<file path="src/rtl/fq_release.sv">
// Receive-side release buffer: holds timestamped flits in arrival order and
// lets each one go once global simulation time has reached its stamp.
module fq_release #(
   parameter int TS_WIDTH   = 10,
   parameter int DATA_WIDTH = 36,
   parameter int DEPTH_LOG2 = 3
) (
   input  logic                  clock,
   input  logic                  reset,
   input  logic [TS_WIDTH-1:0]   sim_time,
   input  logic                  in_valid,
   input  logic [TS_WIDTH-1:0]   in_ts,
   input  logic [DATA_WIDTH-1:0] in_data,
   output logic                  in_ready,
   output logic                  out_valid,
   output logic [TS_WIDTH-1:0]   out_ts,
   output logic [DATA_WIDTH-1:0] out_data,
   input  logic                  out_ready,
   output logic                  can_increment,
   output logic [DEPTH_LOG2:0]   count,
   output logic                  order_error
);

   localparam int                  DEPTH = 1 << DEPTH_LOG2;
   localparam logic [DEPTH_LOG2:0] FULL  = (DEPTH_LOG2 + 1)'(DEPTH);
   localparam logic [DEPTH_LOG2:0] EMPTY = '0;

   logic [TS_WIDTH-1:0]   ts_mem   [DEPTH];
   logic [DATA_WIDTH-1:0] data_mem [DEPTH];

   logic [DEPTH_LOG2-1:0] wr_ptr;
   logic [DEPTH_LOG2-1:0] rd_ptr;
   logic [DEPTH_LOG2:0]   fill;
   logic [TS_WIDTH-1:0]   head_ts;
   logic [TS_WIDTH-1:0]   last_in_ts;
   logic                  last_valid;
   logic                  err_flag;
   logic                  head_due;
   logic                  enq;
   logic                  deq;

   // Modular "now has reached stamp": the wrapped difference is non-negative.
   function automatic logic ts_reached(input logic [TS_WIDTH-1:0] now,
                                       input logic [TS_WIDTH-1:0] stamp);
      logic signed [TS_WIDTH-1:0] d;
      d = now - stamp;
      return d[TS_WIDTH-1] == 1'b0;
   endfunction

   function automatic logic ts_later(input logic [TS_WIDTH-1:0] a,
                                     input logic [TS_WIDTH-1:0] b);
      return (a != b) && ts_reached(a, b);
   endfunction

   // Only the head entry decides release and time advance.
   always_comb begin
      head_ts       = ts_mem[rd_ptr];
      head_due      = (fill != EMPTY) && ts_reached(sim_time, head_ts);
      can_increment = (fill == EMPTY) || !ts_reached(sim_time, head_ts);
      in_ready      = (fill != FULL);
      out_valid     = head_due;
      out_ts        = head_ts;
      out_data      = data_mem[rd_ptr];
      count         = fill;
      order_error   = err_flag;
      enq           = reset && in_valid && in_ready;
      deq           = reset && head_due && out_ready;
   end

   // Control state: pointers, occupancy and the ordering monitor.
   always_ff @(posedge clock) begin
      if (!reset) begin
         wr_ptr     <= '0;
         rd_ptr     <= '0;
         fill       <= '0;
         last_valid <= 1'b0;
         err_flag   <= 1'b0;
      end else begin
         if (enq) begin
            wr_ptr     <= wr_ptr + 1'b1;
            last_valid <= 1'b1;
            if (last_valid && ts_later(last_in_ts, in_ts)) begin
               err_flag <= 1'b1;
            end
         end
         if (deq) begin
            rd_ptr <= rd_ptr + 1'b1;
         end
         case ({enq, deq})
            2'b10:   fill <= fill + 1'b1;
            2'b01:   fill <= fill - 1'b1;
            default: fill <= fill;
         endcase
      end
   end

   // Payload storage and last-seen stamp carry no reset.
   always_ff @(posedge clock) begin
      if (enq) begin
         ts_mem[wr_ptr]   <= in_ts;
         data_mem[wr_ptr] <= in_data;
         last_in_ts       <= in_ts;
      end
   end

endmodule

</file>
<file path="config.mk">
export PLATFORM = sky130hd
export DESIGN_NAME = fq_release
export DESIGN_NICKNAME = d
export VERILOG_FILES = /design/src/rtl/fq_release.sv
export SDC_FILE = /design/constraint.sdc
export NUM_CORES = 1
export LEC_CHECK = 0
export ABC_CLOCK_PERIOD_IN_PS = 6600
export BUFFER_PORTS_ARGS = -buffer_cell sky130_fd_sc_hd__buf_4
export CORE_UTILIZATION = 30
export CTS_CLUSTER_DIAMETER = 150
export DETAILED_ROUTE_END_ITERATION = 8
export SLEW_MARGIN = 15
export SYNTH_ARGS = -nofsm -noshare
export SYNTH_HDL_FRONTEND = slang
export SYNTH_SLANG_ARGS = --single-unit
</file>
<file path="constraint.sdc">
create_clock -name clock -period 6.6 [get_ports clock]
set_input_delay 0.66 -clock clock [delete_from_list [all_inputs] [get_ports clock]]
set_output_delay 0.66 -clock clock [all_outputs]
set_load 0.1 [all_outputs]
</file>
==> impl_metrics.tcl <==
set metrics [dict create \
    status "finished, final reports clean" \
    hpwl_microns 16990 \
    cp_cell_sequence "mux4_2, mux2i_1, ha_1, nand4_1, nor3_1, nor4_1, a21oi_2, nor3_4, and2_1, ha_1, ha_1, a21o_1, a21oi_1, xnor2_1, or3_1, a21boi_1" \
    track_usage_pct 12.43 \
    syn_inst 696 \
    setup_viol 0 \
    final_hold_viol_count 0 \
    drt-pass1-iter-count 4 \
    cp.depth 16 \
    die-area_sq_um 52080 \
    fin_crit_sh_pct 71.08 \
    cp_max_fo 51 \
    fin_cells 1536 \
    grt_overflow_total 0 \
    seqPwrFrac_pct 50.0 \
    cts-resized-gates 0 \
    cts_hold_buf 0 \
    slowest_stage "dfxtp_4" \
    slew_headroom_pct 37.88 \
    internal_power_mw 4.232 \
    p_per_area_nw_per_um2 305.1 \
    hp-class "in2reg" \
    grt_pass1_vias 7587 \
    grt_pass1_wl_microns 48240 \
    dp_slack_ns 1.815 \
    drtIter0Drc 458 \
    p_clk_share_pct 39.1 \
    finalPower_mw 5.588 \
    gp_congestion 0.7534 \
    yosysTopAreaCellShare_pct 73.94 \
    crit_path_end_kind "register" \
    num_vias 7054 \
    p_leak_nw 5.856 \
    cp.buffers_inverters 0 \
    worstPathArrival_ns 5.15 \
    clk_path_buf_depth 3 \
    ir_drop_mv 0.1633 \
    dp_cells 1464 \
    finalCriticalPeriod_ns 4.691 \
    p_sw_share_pct 24.27 \
    fillers 4653 \
    clock.fmax_mhz 213.2 \
    combinationalPowerShare_pct 10.9 \
    synth.distinct_cells 44 \
    antenna_cells 0 \
    syn_area_sq_um 15350 \
    max_stage_delay_ns 0.85 \
    slew_viol_final 0 \
    start_util_pct 30.54 \
    grt_max_degree 52 \
    core_area_sq_um 50270 \
    wl_per_cell_microns 20.74 \
    holdPathStages 1 \
    rsz0062_at_grt "false" \
    synth_edf_count 378 \
    critPathKind "reg2reg" \
    drv_cap 0 \
    clock-sinks 393 \
    drive_gt1_share_pct 37.50 \
    synthTopCellsByArea "edfxtp_1, mux4_2, mux2_2" \
    die_w_microns 228.2 \
    synth_nets 779 \
    ys_warn_count 0 \
    areaGrowthSynthToFinish_pct 19.29 \
    layout.nets 917 \
    setup_tns_ns 0 \
    dieHeight_microns 228.2 \
    numCtsBuffers 40 \
    port_buffers 113 \
    synth_top_area_cell "edfxtp_1" \
    clk-insertion-delay-late_ns 0.54 \
    viasPerCell 4.592 \
    ys_ff_latch 393 \
    hold_ws_ns 0.3498 \
    startpoint_type "register" \
    antenna_left 0 \
    routed_wl_microns 31860 \
    cts_htree_levels 2 \
    rows 82 \
    skew_ns 0.01610 \
    crit_family "simple AND/OR/NAND/NOR gates" \
    synthFlopType "edfxtp_1" \
    cts-root-buf "clkbuf_16" \
    ioPinCount 114 \
    seq_area_frac_synth_pct 75.89 \
    cp_data_required_time_ns 7.06 \
    drc 0 \
    async_flop_share_pct 0 \
    cts_setup_buffers 0 \
    r2r_cells 16 \
    avgSynthCellArea_sq_um 22.06 \
    worst_slew_pin_slew_ns 0.9319 \
    cp_common_cell "ha_1" \
    grt_antenna_before_repair 2 \
    worst_slack_ns 1.909 \
    p_sw_mw 1.357 \
    clk_pin_slew_ns 0.06 \
    cts_tree "built" \
]
[per-layer routing]
metal,routed length (microns),track usage [%],part of all wire [%]
met2,15140,19.84,48
met5,25,0,0.078
met3,1395,2.475,4.4
met4,594,3.272,1.9
met1,14700,17.32,46
[logic make-up after synthesis]
logic type,after synthesis,synth area share (%)
AOI/OAI and AO/OA,20,0.8802
DFF,393,75.89
and+or+nand+nor,59,2.241
buffers and inverters,52,1.451
muxes,142,17.21
adders and majority gates,23,1.923
xor gates and xnor gates,7,0.3994
[synth_stat cells, drive strengths merged, types with 4 or more instances]
| master | count |
|---|---|
| edfxtp | 378 |
| mux2 | 36 |
| nor2 | 4 |
| clkbuf | 14 |
| dfxtp | 15 |
| o21ai | 4 |
| inv | 24 |
| mux4 | 92 |
| ha | 22 |
| nand3 | 4 |
| xnor2 | 4 |
| nand2 | 18 |
| a21oi | 7 |
| buf | 14 |
| mux2i | 14 |
| and2 | 7 |
| nor3 | 6 |
[sequential cells by signal, indices dropped and copies added, names as in the netlist, named ones only]
name         flops
rd_ptr           3
ts_mem          80
count            4
wr_ptr           3
last_in_ts      10
last_valid       1
order_error      1
data_mem       288
[per-stage QoR]
| stage | utilization [%] | area [sq um] |
|---|---|---|
| after global placement | 33.93 | 17060 |
| after detailed placement | 33.93 | 17060 |
| after CTS | 36.43 | 18310 |
| final | 36.43 | 18310 |
| after floorplan | - | 15350 |
| after global routing | 36.43 | 18310 |
[placed cells by master (no fill, tap or decap), types with 4 or more instances in the layout]
cell,count
a21oi_1,6
and2_1,7
buf_4,124
bufinv_16,4
clkbuf_1,7
clkbuf_16,40
clkinv_1,13
clkinv_2,4
dfxtp_1,12
edfxtp_1,378
ha_1,22
inv_1,22
mux2_2,36
mux2i_1,12
mux4_2,92
nand2_1,18
nand3_1,4
xnor2_1,4
[worst paths after layout]
path | slack, ns | to | start
setup / recovery | 1.91 | count[3]$_SDFFE_PN0P_ | register
hold reg to reg | 0.47 | last_valid$_SDFFE_PN0P_ | last_valid$_SDFFE_PN0P_
hold / removal | 0.35 | data_mem[3][6]$_DFFE_PP_ | in_data[6]
setup reg to reg | 1.91 | count[3]$_SDFFE_PN0P_ | register
[power by group through the flow]
| stage | Sequential, mW | Clock (mW) | Combinational [mW] |
|---|---|---|---|
| global route | 2.80 | 2.34 | 0.643 |
| finish | 2.79 | 2.19 | 0.607 |
| detailed placement | 2.85 | 0 | 0.618 |
| floorplan | 2.85 | 0 | 0.443 |
| CTS | 2.79 | 2.25 | 0.620 |
| global placement | 2.85 | 0 | 0.613 |
[layout make-up]
cell class,instances,area (sq um),share of cell area (%)
sequential,393,11660,63.68
multi-input combinational,251,3533,19.29
clock buffer,47,1027,5.609
timing repair buffer,124,930.9,5.083
tap,672,840.8,4.591
clock inverter,25,229.0,1.250
inverter,24,90.09,0.4919
(Power assumes the default switching activity.)
